`src/rtl/prism_out_logger.sv`:
```
// Timestamped change logger for the PRISM output bus, read back through a TinyQV register window.
// Define PRISM_LOG_MASK_EN to add a per-bit trigger mask register at offset 0x08.
module prism_out_logger #(
   parameter int DEPTH = 8,
   parameter int TS_W  = 16
) (
   input  logic        clk,
   input  logic        rst_n,
   input  logic [6:0]  mon_data,
   input  logic [5:0]  address,
   input  logic [31:0] data_in,
   input  logic [1:0]  data_write_n,
   input  logic [1:0]  data_read_n,
   output logic [31:0] data_out,
   output logic        data_ready,
   output logic        irq
);

   localparam int PW = $clog2(DEPTH);
   localparam int CW = PW + 1;

   typedef struct packed {
      logic [6:0]      data;
      logic [TS_W-1:0] ts;
   } entry_t;

   entry_t          mem_q [DEPTH];
   logic            enable_q, enable_d;
   logic            en_dly_q;
   logic            irq_en_q, irq_en_d;
   logic [3:0]      thr_q, thr_d;
   logic            overflow_q, overflow_d;
   logic [7:0]      drop_q, drop_d;
   logic [TS_W-1:0] ts_q, ts_d;
   logic [6:0]      prev_q, prev_d;
   logic [PW-1:0]   wr_ptr_q, wr_ptr_d, rd_ptr_q, rd_ptr_d;
   logic [CW-1:0]   count_q, count_d;
   logic            rd_prev_q;
   logic            irq_q, irq_d;
   logic [6:0]      mask;

   logic wr32, ctrl_wr, flush, rd_act, empty, full, pop, event_hit, push, drop;
   logic unused_bits;

`ifdef PRISM_LOG_MASK_EN
   logic [6:0] mask_q, mask_d;
   assign mask = mask_q;
`else
   assign mask = 7'h7F;
`endif

   assign unused_bits = ^data_in;
   assign data_ready  = 1'b1;
   assign irq         = irq_q;

   assign wr32      = (data_write_n == 2'b10);
   assign ctrl_wr   = wr32 && (address == 6'h00);
   assign flush     = ctrl_wr && data_in[1];
   assign rd_act    = (data_read_n != 2'b11);
   assign empty     = (count_q == '0);
   assign full      = (count_q == CW'(DEPTH));
   assign pop       = rd_act && !rd_prev_q && (address == 6'h04) && !empty;
   // The first enabled cycle only samples prev, so it can never log an event.
   assign event_hit = enable_q && en_dly_q && (((mon_data ^ prev_q) & mask) != 7'h00);
   assign push      = event_hit && (!full || pop) && !flush;
   assign drop      = event_hit && full && !pop && !flush;

   always_comb begin
      // NOTE: every signal assigned here gets a default first so no latch is inferred.
      enable_d   = enable_q;
      irq_en_d   = irq_en_q;
      thr_d      = thr_q;
      overflow_d = overflow_q;
      drop_d     = drop_q;
      ts_d       = ts_q;
      prev_d     = prev_q;
      wr_ptr_d   = wr_ptr_q;
      rd_ptr_d   = rd_ptr_q;
      count_d    = count_q;
`ifdef PRISM_LOG_MASK_EN
      mask_d     = mask_q;
      if (wr32 && (address == 6'h08)) mask_d = data_in[6:0];
`endif

      if (ctrl_wr) begin
         enable_d = data_in[0];
         irq_en_d = data_in[2];
         thr_d    = data_in[11:8];
      end

      if (ctrl_wr && data_in[0] && !enable_q) ts_d = '0;
      else if (enable_q)                      ts_d = ts_q + 1'b1;

      if (enable_q) prev_d = mon_data;

      if (flush) begin
         wr_ptr_d   = '0;
         rd_ptr_d   = '0;
         count_d    = '0;
         overflow_d = 1'b0;
         drop_d     = '0;
      end else begin
         if (push) wr_ptr_d = wr_ptr_q + 1'b1;
         if (pop)  rd_ptr_d = rd_ptr_q + 1'b1;
         if (push && !pop)      count_d = count_q + 1'b1;
         else if (pop && !push) count_d = count_q - 1'b1;
         if (drop) begin
            overflow_d = 1'b1;
            if (drop_q != 8'hFF) drop_d = drop_q + 1'b1;
         end
      end

      irq_d = irq_en_q && (overflow_q || ((thr_q != 4'h0) && (8'(count_q) >= 8'(thr_q))));
   end

   always_ff @(posedge clk or negedge rst_n) begin
      // NOTE: state registers use non-blocking assignments so every flop samples pre-edge values.
      if (!rst_n) begin
         enable_q   <= 1'b0;
         en_dly_q   <= 1'b0;
         irq_en_q   <= 1'b0;
         thr_q      <= '0;
         overflow_q <= 1'b0;
         drop_q     <= '0;
         ts_q       <= '0;
         prev_q     <= '0;
         wr_ptr_q   <= '0;
         rd_ptr_q   <= '0;
         count_q    <= '0;
         rd_prev_q  <= 1'b0;
         irq_q      <= 1'b0;
`ifdef PRISM_LOG_MASK_EN
         mask_q     <= 7'h7F;
`endif
      end else begin
         enable_q   <= enable_d;
         en_dly_q   <= enable_q;
         irq_en_q   <= irq_en_d;
         thr_q      <= thr_d;
         overflow_q <= overflow_d;
         drop_q     <= drop_d;
         ts_q       <= ts_d;
         prev_q     <= prev_d;
         wr_ptr_q   <= wr_ptr_d;
         rd_ptr_q   <= rd_ptr_d;
         count_q    <= count_d;
         rd_prev_q  <= rd_act;
         irq_q      <= irq_d;
`ifdef PRISM_LOG_MASK_EN
         mask_q     <= mask_d;
`endif
      end
   end

   // NOTE: storage is not reset; clearing the pointers and count makes stale entries unreachable.
   always_ff @(posedge clk) begin
      if (push) mem_q[wr_ptr_q] <= '{data: mon_data, ts: ts_q};
   end

   always_comb begin
      data_out = '0;
      case (address)
         6'h00: begin
            data_out[31]    = overflow_q;
            data_out[23:16] = drop_q;
            data_out[15:8]  = 8'(count_q);
            data_out[7:4]   = thr_q;
            data_out[2]     = irq_en_q;
            data_out[0]     = enable_q;
         end
         6'h04: begin
            if (!empty) begin
               data_out[31]         = 1'b1;
               data_out[30:24]      = mem_q[rd_ptr_q].data;
               data_out[TS_W-1:0]   = mem_q[rd_ptr_q].ts;
            end
         end
`ifdef PRISM_LOG_MASK_EN
         6'h08:   data_out = {25'b0, mask_q};
`endif
         default: data_out = '0;
      endcase
   end

endmodule

```
`config.mk`:
```
export PLATFORM = sky130hd
export DESIGN_NAME = prism_out_logger
export DESIGN_NICKNAME = d
export VERILOG_FILES = /design/src/rtl/prism_out_logger.sv
export SDC_FILE = /design/constraint.sdc
export NUM_CORES = 1
export LEC_CHECK = 0
export BUFFER_PORTS_ARGS = -buffer_cell sky130_fd_sc_hd__buf_2
export CELL_PAD_IN_SITES_DETAIL_PLACEMENT = 1
export CELL_PAD_IN_SITES_GLOBAL_PLACEMENT = 1
export CORE_UTILIZATION = 30
export CTS_CLUSTER_SIZE = 30
export DETAILED_ROUTE_END_ITERATION = 10
export PLACE_DENSITY_LB_ADDON = 0.05
export RECOVER_POWER = 100
export SLEW_MARGIN = 5
export SYNTH_ARGS = -nofsm -noshare
export SYNTH_HDL_FRONTEND = slang
export SYNTH_SLANG_ARGS = --single-unit
```
`constraint.sdc`:
```
create_clock -name clk -period 5.63 [get_ports clk]
set_input_delay 1.126 -clock clk [delete_from_list [all_inputs] [get_ports clk]]
set_output_delay 1.126 -clock clk [all_outputs]
set_load 0.02 [all_outputs]
```
# Word level (Yosys, flattened, before mapping)
# Memories as Yosys holds them, arrays and structs flattened.
# Index checks and enable logic that the tools add are counted.
# totals
register_bits,51
ramBits,184
input_bits,51
output_inout_bits,34
wordCells,91
mem_count,1
# mem_list
name,depth,width,rd,rd_clocked_by_memory_dff,wr,line_no,source
mem_q,8,23,1,0,1,27,entry_t mem_q [DEPTH];
# classes
addsub,6
order_cmp,1
eq_ne,5
n_mux,26
bitwise,1
n_reduce_logical,38
# op_table
operator,n
2-to-1 mux 16 bit,3
2-to-1 mux 8 bit,5
one-hot mux 12 bit (2 select lines),1
logical AND 1 bit,18
"adder 16 x 1 -> 16 bit, second input constant",1
2-to-1 mux 3 bit,4
2-to-1 mux 4 bit,3
nonzero test 2 bit,5
"adder 8 x 1 -> 8 bit, second input constant",1
"!= test 8 bit, second input constant",1
logical NOT 1 bit,7
2-to-1 mux 7 bit,1
nonzero test 7 bit,1
XOR 7 bit,1
"adder 3 x 1 -> 3 bit, second input constant",2
"equality test 6 x 3 -> 1 bit, second input constant",1
logical NOT 6 bit,1
2-to-1 mux 1 bit,6
one-hot mux 1 bit (2 select lines),3
"adder 4 x 1 -> 4 bit, second input constant",1
"equality test 4 bit, second input constant",1
greater-or-equal comparator 4 bit,1
logical NOT 4 bit,1
nonzero test 4 bit,1
other kinds (6),7

# Depth between registers and ports, before layout
# Gate-level depths: netlist of run 1.
# logic_depth
word_depth,12
depth_mapped,14
ltp_nobuf,12

# Worst setup path before layout of run 1
# OpenSTA, ideal clock, no wires.
# synth_timing
kind,input port to flip-flop
startpoint,input port address[0]
endpoint,memory mem_q[1][0] (netlist bit) (enable)
setup_time_ps,432
t_arrival_ps,4138
t_required_ps,5198
setup_slack_ps,1060
path_stages,6
n_path_buf,0
path_cell_list,or4_4 -> and4bb_4 -> nor2_2 -> nor2_1 -> nand3_1 -> nor3_1
# synth_between
elab_chain_cells,8
elab_cells_between_ends,12
cone_classes,eq/ne: 1; mux: 2; reduce/logical: 9
# synth_lines
element,line_no,source
from (decl),10,"input logic [5:0] address,"
equality test 6 x 3 -> 1 bit,62,assign pop = rd_act && !rd_prev_q && (address == 6'h04) && !empty;
logical AND 1 bit (2 in series),62,
logical OR 1 bit,65,assign push = event_hit && (!full || pop) && !flush;
logical AND 1 bit,65,
logical AND 1 bit *,65,
2-to-1 mux 1 bit *,157,"if (push) mem_q[wr_ptr_q] <= '{data: mon_data, ts: ts_q};"
2-to-1 mux 1 bit (implied by the code) *,157,
to (decl),27,
# Mark *: on every way between the ends. The rest lies on a longest branch, timed or not.

# Worst setup path after layout of run 1
# layout_timing
startpoint,input port address[0]
endpoint,output port data_out[29]
# layout_between
elab_chain_cells,2
# layout_lines
element,line_no,source
equality test 6 x 3 -> 1 bit,162,case (address)
2-to-1 mux 7 bit,162,
to (decl),14,"output logic [31:0] data_out,"
# Every way passes these cells.

==> results of run 1 <==
==> synth_stat cells (6+ instances only) <==
| cell type | n |
|---|---|
| edfxtp_1 | 184 |
| dfrtp_1 | 51 |
| mux4_2 | 46 |
| nand2_1 | 40 |
| nor2_1 | 38 |
| mux2i_1 | 30 |
| nand3_1 | 22 |
| o21ai_0 | 20 |
| a21oi_1 | 11 |
| xnor2_1 | 11 |
| clkbuf_1 | 10 |
| ha_1 | 10 |
| inv_1 | 10 |
| mux2_2 | 9 |
| buf_2 | 8 |
| o31ai_1 | 7 |
| and2_1 | 6 |
| o21ai_1 | 6 |
==> power by group through the flow <==
| stage | combinational, W | sequential, W | clock (W) |
|---|---|---|---|
| 4_1_cts | 0.00104 | 0.00287 | 0.00204 |
| 2_1_floorplan | 0.000673 | 0.00274 | 0 |
| 6_report | 0.000955 | 0.00286 | 0.00199 |
| 5_1_grt | 0.00107 | 0.00294 | 0.00211 |
| 3_3_place_gp | 0.00101 | 0.00286 | 0 |
| 3_5_place_dp | 0.00103 | 0.00290 | 0 |
==> routing by layer <==
metal / share of wire (%) / vias to the layer above / global-route usage (%)
met2: 49 / 95 / 26.3
met4: 1.8 / 0 / 3.50
met1: 46 / 2879 / 20.0
li1: - / 2438 / -
met5: 0 / - / 0
met3: 3.4 / 36 / 2.06
==> registers in the layout (all words and copies together) (netlist names) <==
signal,count
count_q,4
drop_q,8
en_dly_q,1
enable_q,1
irq,1
irq_en_q,1
mem_q,184
overflow_q,1
prev_q,7
rd_prev_q,1
rd_ptr_q,3
thr_q,4
ts_q,16
wr_ptr_q,3
==> area by class of cell <==
type	instances	area, um2	share of cell area, %
inverters	10	37.5	0.325
clock buffers	35	778	6.74
clock inverters	19	258	2.23
repair buffers	74	337	2.92
well taps	435	544	4.72
flip-flops and latches	235	6810	59.0
multi-input cells	315	2780	24.1
==> worst min path at each step <==
stage / startpoint / end / slack [ns] / depth (start not counted)
floorplan: enable_q / en_dly_q / 0.42 / 0
finish: irq_en_q / irq / 0.53 / 1
CTS: prev_q[3] / prev_q[3] / 0.53 / 1
global placement: irq_en_q / irq / 0.51 / 1
detailed placement: prev_q[3] / prev_q[3] / 0.52 / 1
global route: prev_q[1] / prev_q[1] / 0.55 / 1
==> kinds of logic (layout without fill, tap and decap cells) <==
group,count (synthesis),after routing,synth area share [%]
adder cells (fa/ha/maj),11,11,1.49
multiplexers,85,85,14.7
XOR/XNOR,14,14,1.26
AND/OR/NAND/NOR,146,146,7.60
other,1,1,0.0384
flip-flops,235,235,69.7
AO/OA/AOI/OAI,58,58,3.50
buffers and inverters,36,138,1.68
==> through the flow <==
stage / std cells / setup slack, ns / hold slack [ns] / cell area [um2]
4_1_cts: 1123 / 1.13 / 0.531 / 11700
3_3_place_gp: 1069 / 1.15 / 0.506 / 10600
5_1_grt: 1123 / 0.544 / 0.551 / 11500
6_report: 1123 / 0.735 / 0.526 / 11500
3_5_place_dp: 1069 / 1.13 / 0.518 / 10600
2_1_floorplan: 586 / 1.06 / 0.423 / 9760
==> results_dict.tcl, run 1 <==
set metrics [dict create \
    grt_pass1_wl_mm 37.4 \
    global_route.overflow_total 0 \
    fillerInstances 3203 \
    setup_viol 0 \
    finish.utilization_pct 36.3 \
    drt_pass1_iterations 4 \
    syn2layout_area_growth_pct 18.2 \
    chipWidth_um 182 \
    timing_max_transition_violations_final 158 \
    critical_path.reg2reg.startpoint "enable_q" \
    ys_seq_elements 235 \
    grt_start_max_net_pins 52 \
    rr_worst_depth 5 \
    bufs_and_invs_on_worst_path 3 \
    synth-main-ff-cell "edfxtp_1" \
    layout.cells.most_common_list "184 x edfxtp_1, 50 x clkbuf_1, 48 x dfrtp_1" \
    power_leakage_nw 3.86 \
    startpoint_type "primary input" \
    number_of_failing_hold_endpoints_at_the_final_stage 0 \
    htree_num_levels 1 \
    power.ir.vdd_worst_mv 0.297 \
    crit_end "data_out[29]" \
    grt_pass1_vias 6081 \
    route.antenna.remaining_nets 0 \
    violations_in_the_final_reports "max-capacitance violations, max-slew violations" \
    unrepaired_setup_endpoints_after_global_routing "false" \
    port_buffers 58 \
    worstSkewPairLatency_ns 0.54 \
    crit_fanout 14 \
    routabilityCongestion 0.727 \
    totalPowerFinal_w 0.00581 \
    yosys_warnings 0 \
    path_depth 6 \
    numCtsBuffers 29 \
    crit_family "simple AND/OR/NAND/NOR gates" \
    power_frac_seq_pct 49.3 \
    timing.critical_path.mode_cell "clkbuf_1" \
    drt_wl_total_mm 24.3 \
    arrival_ns 3.77 \
    r2r_slack_ns 1.32 \
    cell_count_after_synthesis 586 \
    ys_top_cells_by_area "edfxtp_1 57%, dfrtp_1 13%, mux4_2 11%" \
    synth_top_area_cell "edfxtp_1" \
    power_frac_clock_pct 34.3 \
    post_synth_num_cell_types 50 \
    drt_iter0_markers 272 \
    ctsResizeCount 0 \
    finalWorstPathRequiredPeriod_ns 4.89 \
    async_set_or_reset_flop_fraction_in_the_synthesized_netlist_pct 21.7 \
    type_of_the_worst_setup_path "in -> out" \
    insertedDiodeCount 0 \
    antenna_found_initial 0 \
    drcViolationCount 0 \
    finalCritPeriodShare_pct 86.9 \
    rows 65 \
    num_io_pins 85 \
    post_route_cells_drive_above_1_share_pct 20.9 \
    p_sw_w 0.00165 \
    worst_path_largest_cell_delay_ns 0.82 \
    synthesis.area_mm2 0.00976 \
    clkSlewWorstSetupHoldPaths_ns 0.06 \
    crit_required_ns 4.50 \
    area_fraction_of_the_dominant_cell_type_after_synthesis_pct 56.6 \
    via_count 5448 \
    crit_path_cell_trace "buf_2 > or4_1 > or4b_1 > clkbuf_1 > nor2_1 > clkbuf_1" \
    max-slew-margin-rel_pct -114 \
    timing.max_cap.violations 6 \
    vias_per_instance 4.85 \
    hpwl_mm 14.5 \
    fin_worst_skew_ns 0.0109 \
    cts-root-to-sink-buffers 3 \
    cellInternalPower_w 0.00415 \
    number_of_buffers_inserted_by_hold_repair_at_cts 0 \
    power.density_cell_area_mw_per_mm2 503 \
    postSynthAreaPerCell_um2 16.7 \
    nNetsFinal 727 \
    max_freq_mhz 204 \
    cts_tree "built" \
    synth_edf_count 184 \
    outcome "finished with violations" \
    p_comb_share_pct 16.4 \
    critical_path.startpoint "address[0]" \
    tightest_slew_ns 3.21 \
    cts.root.buffer_cell "clkbuf_16" \
    switching_share_pct 28.5 \
    synth-seq-area-share_pct 69.7 \
    avgRoutedWirePerCell_um 21.6 \
    syn_nets 648 \
    clock_sink_count 235 \
    tns_ns 0 \
    layout_commonest_cell "edfxtp_1" \
    start_util_pct 30.7 \
    die_height_um 182 \
    crit_end_element "primary output" \
    reg2reg_to "mem_q[0][9]" \
    critPathSlowestCell "or4b_1" \
    overall_routing_resource_usage_pct 15.1 \
    die_area_mm2 0.0333 \
    cts_setup_buffers 0 \
    fp.coreArea_mm2 0.0318 \
    timing.hold.worst.class "reg -> reg" \
]
Note: power is estimated with default switching activity, not from simulation.
==> run 2: changes to the inputs <==
--- a/config.mk
+++ b/config.mk
@@ -11,7 +11,7 @@
 export CORE_UTILIZATION = 30
 export CTS_CLUSTER_SIZE = 30
 export DETAILED_ROUTE_END_ITERATION = 10
-export PLACE_DENSITY_LB_ADDON = 0.05
+export PLACE_DENSITY = 0.51
 export RECOVER_POWER = 100
 export SLEW_MARGIN = 5
 export SYNTH_ARGS = -nofsm -noshare
==> run 2 against run 1 <==
Effect of this change:
- the flow still finishes with violations (max-capacitance violations, max-slew violations)
- non-clock buffer count is 3 higher
- clock-buffer cell count decreased by 6
- wire length down 5.1%
- utilization down 0.20 points
- critical path type is now in -> reg
- critical endpoint is now mem_q[2][4]
- largest power group unchanged
- highest routed layer unchanged
==> results_dict.tcl, run 2 (same netlist as run 1, synthesis figures left out) <==
set metrics [dict create \
    outcome "finished with violations" \
    violations_in_the_final_reports "max-capacitance violations, max-slew violations" \
    tns_ns 0 \
    setup_viol 0 \
    rows 65 \
    syn2layout_area_growth_pct 17.6 \
    drt_pass1_iterations 5 \
    avgRoutedWirePerCell_um 20.6 \
    power.ir.vdd_worst_mv 0.219 \
    start_util_pct 30.7 \
    crit_fanout 18 \
    die_area_mm2 0.0333 \
    power.density_cell_area_mw_per_mm2 496 \
    finalCritPeriodShare_pct 81.9 \
    drt_iter0_markers 258 \
    timing.hold.worst.class "reg -> reg" \
    global_route.overflow_total 0 \
    crit_end_element "flop" \
    ctsResizeCount 0 \
    antenna_found_initial 0 \
    number_of_flip_flops_in_the_largest_register 184 \
    crit_required_ns 5.75 \
    finish.utilization_pct 36.1 \
    hold-worst-slack_ns 0.530 \
    num_io_pins 85 \
    hpwl_mm 14.3 \
    clock_sink_count 235 \
    layout.cells.most_common_list "184 x edfxtp_1, 49 x dfrtp_1, 46 x mux4_2" \
    registers.top_by_ff_count "mem_q" \
    max_freq_mhz 217 \
    arrival_ns 4.73 \
    layout_commonest_cell "edfxtp_1" \
    cts_tree "built" \
    number_of_failing_hold_endpoints_at_the_final_stage 0 \
    htree_num_levels 1 \
    grt_pass1_vias 5964 \
    clkSlewWorstSetupHoldPaths_ns 0.06 \
    max-slew-margin-rel_pct -109 \
    port_buffers 58 \
    finalWorstPathRequiredPeriod_ns 4.61 \
    via_count 5457 \
    drcViolationCount 0 \
    tightest_slew_ns 3.14 \
    grt_start_max_net_pins 52 \
    power_leakage_nw 3.85 \
    timing.max_cap.violations 5 \
    fillerInstances 3203 \
    worstSkewPairLatency_ns 0.52 \
    timing_max_transition_violations_final 143 \
    type_of_the_worst_setup_path "in -> reg" \
    fp.coreArea_mm2 0.0318 \
    overall_routing_resource_usage_pct 14.2 \
    drt_wl_total_mm 23.0 \
    nNetsFinal 727 \
    numCtsBuffers 26 \
    fin_worst_skew_ns 0.00878 \
    cts_setup_buffers 0 \
    die_height_um 182 \
    cts.root.buffer_cell "clkbuf_16" \
    unrepaired_setup_endpoints_after_global_routing "false" \
    vias_per_instance 4.88 \
    largest_registers "mem_q: 184 flops, ts_q: 16 flops, drop_q: 8 flops" \
    final_critical_path_setup_slack_ns 1.02 \
    number_of_buffers_inserted_by_hold_repair_at_cts 0 \
    grt_pass1_wl_mm 35.5 \
    chipWidth_um 182 \
    seq_area_mm2 0.00680 \
    route.antenna.remaining_nets 0 \
    cts-root-to-sink-buffers 3 \
    dp_worst_slack_ns 1.44 \
    routabilityCongestion 0.760 \
    startpoint_type "primary input" \
    post_route_cells_drive_above_1_share_pct 20.6 \
    insertedDiodeCount 0 \
    multi_input_comb_area_mm2 0.00277 \
]
## run 2: routing by layer
metal / global-route usage (%) / share of wire [%]
met4: 4.50 / 2.4
met3: 2.10 / 3.3
met5: 0 / 0
met2: 25.0 / 51
met1: 17.9 / 44
## run 2: stage by stage
stage	total power, W	area [um2]	instances
6_report	0.00569	11500	1119
4_1_cts	0.00580	11600	1119
3_3_place_gp	0.00382	10700	1072
3_5_place_dp	0.00391	10700	1072
2_1_floorplan	0.00342	9760	586
5_1_grt	0.00597	11500	1119
## run 2: cell type report
| class | instances | share of cell area [%] |
|---|---|---|
| repair buffers | 77 | 3.21 |
| multi-input cells | 315 | 24.1 |
| inverters | 10 | 0.327 |
| flip-flops and latches | 235 | 59.3 |
| well taps | 435 | 4.74 |
| clock inverters | 18 | 2.32 |
| clock buffers | 29 | 5.95 |
## run 2: worst paths after layout
kind                             from     endpoint  slack, ns  cells past startpoint
setup / recovery           address[0]  mem_q[2][4]       1.02                      7
max in group asynchronous       rst_n  rd_ptr_q[0]       1.88                      2
min in group asynchronous       rst_n    drop_q[7]       1.72                      2
setup reg to reg             enable_q  mem_q[2][4]       1.74                      5
hold reg to reg             prev_q[6]    prev_q[6]       0.53                      1
hold / removal              prev_q[6]    prev_q[6]       0.53                      1
## run 2: power by group
group	internal [W]	switching [W]	total, W
sequential	0.00252	0.000333	0.00285
clock	0.00119	0.000684	0.00187
combinational	0.000379	0.000587	0.000966
total	0.00409	0.00160	0.00569
## run 2: critical path, stage by stage
cell and delay [ns]:
buf_2 0.09, or4_1 0.62, and4bb_1 0.42, nor2_1 0.15, or4_1 0.59, nor2_1 0.52, clkbuf_1 1.19
==> run 3: changes to the inputs <==
==> constraint.sdc (replaced) <==
create_clock -name clk -period 4.4 [get_ports clk]
set_input_delay 0.88 -clock clk [delete_from_list [all_inputs] [get_ports clk]]
set_output_delay 0.88 -clock clk [all_outputs]
set_load 0.02 [all_outputs]
==> run 3 against run 2 <==
Effect of this change:
- the run still ends with max-capacitance violations, max-slew violations left
- clock-buffer cell count is 5 higher
- power is 25% higher
- non-clock buffer count is 1 higher
- sequential power is 27% higher
- register-to-register slack worse by 0.69 ns
- critical path depth is 1 lower
- wire length is 0.39% higher
- die area stayed put
- largest cell class unchanged
- highest routed layer unchanged
==> results_dict.tcl, run 3 (same netlist as run 1, synthesis figures left out) <==
set metrics [dict create \
    cts.root.buffer_cell "clkbuf_16" \
    avgRoutedWirePerCell_um 20.6 \
    nNetsFinal 729 \
    chipWidth_um 182 \
    reg2reg_to "mem_q[0][0]" \
    crit_fanout 14 \
    tns_ns 0 \
    startpoint_type "primary input" \
    max_freq_mhz 243 \
    whs_endpoint "prev_q[0]" \
    critPathSlowestCell "or4b_1" \
    crit_path_cell_trace "buf_2 > or4_1 > or4b_1 > buf_4 > nor2_1 > clkbuf_1" \
    registers.top_by_ff_count "mem_q" \
    post_dp_cell_area_mm2 0.0107 \
    worstSkewPairLatency_ns 0.53 \
    outcome "finished with violations" \
    rows 65 \
    htree_num_levels 1 \
    timing_max_transition_violations_final 35 \
    power_leakage_nw 3.84 \
    layout_commonest_cell "edfxtp_1" \
    cts_setup_buffers 0 \
    die_area_mm2 0.0333 \
    drt_iter0_markers 222 \
    worst_path_largest_cell_delay_ns 0.84 \
    whs_path_depth 1 \
    syn2layout_area_growth_pct 17.3 \
    arrival_ns 3.24 \
    largest_registers "mem_q: 184 flops, ts_q: 16 flops, drop_q: 8 flops" \
    route.antenna.remaining_nets 0 \
    fin_worst_skew_ns 0.00959 \
    global_route.overflow_total 0 \
    post_route_cells_drive_above_1_share_pct 22.2 \
    layout.cells.most_common_list "184 x edfxtp_1, 49 x dfrtp_1, 46 x mux4_2" \
    timing.max_cap.violations 1 \
    insertedDiodeCount 0 \
    cts_tree "built" \
    fillerInstances 3240 \
    hold-worst-slack_ns 0.531 \
    seq_area_mm2 0.00680 \
    violations_in_the_final_reports "max-capacitance violations, max-slew violations" \
    num_io_pins 85 \
    overall_routing_resource_usage_pct 14.3 \
    port_buffers 58 \
    antenna_found_initial 0 \
    unrepaired_setup_endpoints_after_global_routing "false" \
    crit_end_element "primary output" \
    clock_sink_count 235 \
    r2r_slack_ns 1.05 \
    start_util_pct 30.7 \
    vias_per_instance 4.83 \
    fp.coreArea_mm2 0.0318 \
    ctsResizeCount 0 \
    multi_input_comb_area_mm2 0.00278 \
    drt_pass1_iterations 4 \
    finalWorstPathRequiredPeriod_ns 4.12 \
    routabilityCongestion 0.770 \
    finalCritPeriodShare_pct 93.6 \
    number_of_flip_flops_in_the_largest_register 184 \
    final_cell_area_mm2 0.0114 \
    cts-root-to-sink-buffers 3 \
    drt_wl_total_mm 23.1 \
    die_height_um 182 \
    grt_pass1_vias 6016 \
    hpwl_mm 13.9 \
    crit_required_ns 3.52 \
    critical_path.startpoint "address[0]" \
    drcViolationCount 0 \
    setup_viol 0 \
    type_of_the_worst_setup_path "in -> out" \
    rr_worst_depth 7 \
    grt_start_max_net_pins 49 \
    finish.utilization_pct 36.0 \
    critical_path.reg2reg.startpoint "prev_q[3]" \
    beginning_of_the_worst_hold_path "prev_q[0]" \
    number_of_buffers_inserted_by_hold_repair_at_cts 0 \
    tightest_slew_ns 2.18 \
    max-slew-margin-rel_pct -45.2 \
    numCtsBuffers 27 \
    power.density_cell_area_mw_per_mm2 619 \
    timing.hold.worst.class "reg -> reg" \
    clkSlewWorstSetupHoldPaths_ns 0.06 \
    via_count 5422 \
    grt_pass1_wl_mm 35.9 \
    power.ir.vdd_worst_mv 0.312 \
    number_of_failing_hold_endpoints_at_the_final_stage 0 \
]
run 3: routing by layer:
| layer | GRT usage, % | vias up | wire (um) |
|---|---|---|---|
| met5 | 0 | - | 0 |
| met3 | 2.18 | 36 | 797 |
| met1 | 18.0 | 2845 | 10200 |
| met2 | 25.5 | 95 | 11700 |
| met4 | 3.93 | 0 | 392 |
| li1 | - | 2446 | - |
run 3: worst max path at each step:
| stage | end | slack, ns | cells past startpoint |
|---|---|---|---|
| finish | data_out[29] | 0.28 | 6 |
| CTS | data_out[11] | 0.34 | 6 |
| global route | data_out[3] | 0.15 | 6 |
| floorplan | mem_q[1][0] | 0.08 | 6 |
| global placement | data_out[11] | 0.40 | 6 |
| detailed placement | data_out[11] | 0.37 | 6 |
run 3: stage by stage:
stage | total power (W) | instances | setup slack (ns)
detailed placement | 0.00500 | 1073 | 0.366
global route | 0.00746 | 1123 | 0.150
global placement | 0.00489 | 1073 | 0.404
CTS | 0.00726 | 1123 | 0.343
floorplan | 0.00437 | 586 | 0.0763
finish | 0.00709 | 1123 | 0.282
run 3: cell type report:
class,count,area share (%)
sequential,235,59.4
inverter,10,0.328
multi-input combinational,315,24.3
tap,435,4.75
clock inverter,16,1.39
timing repair buffer,78,3.34
clock buffer,34,6.48
run 3: critical path: cells and delay by family:
family,cells,cell delay [ns]
buffers and inverters,3,0.71
and+or+nand+nor,3,1.65
run 3: where the power goes:
| part | internal (W) | switching, W | leakage (nW) |
|---|---|---|---|
| clock network | 0.00132 | 0.000894 | 0.438 |
| registers | 0.00322 | 0.000401 | 2.25 |
| logic | 0.000484 | 0.000775 | 1.15 |
| total | 0.00502 | 0.00207 | 3.84 |
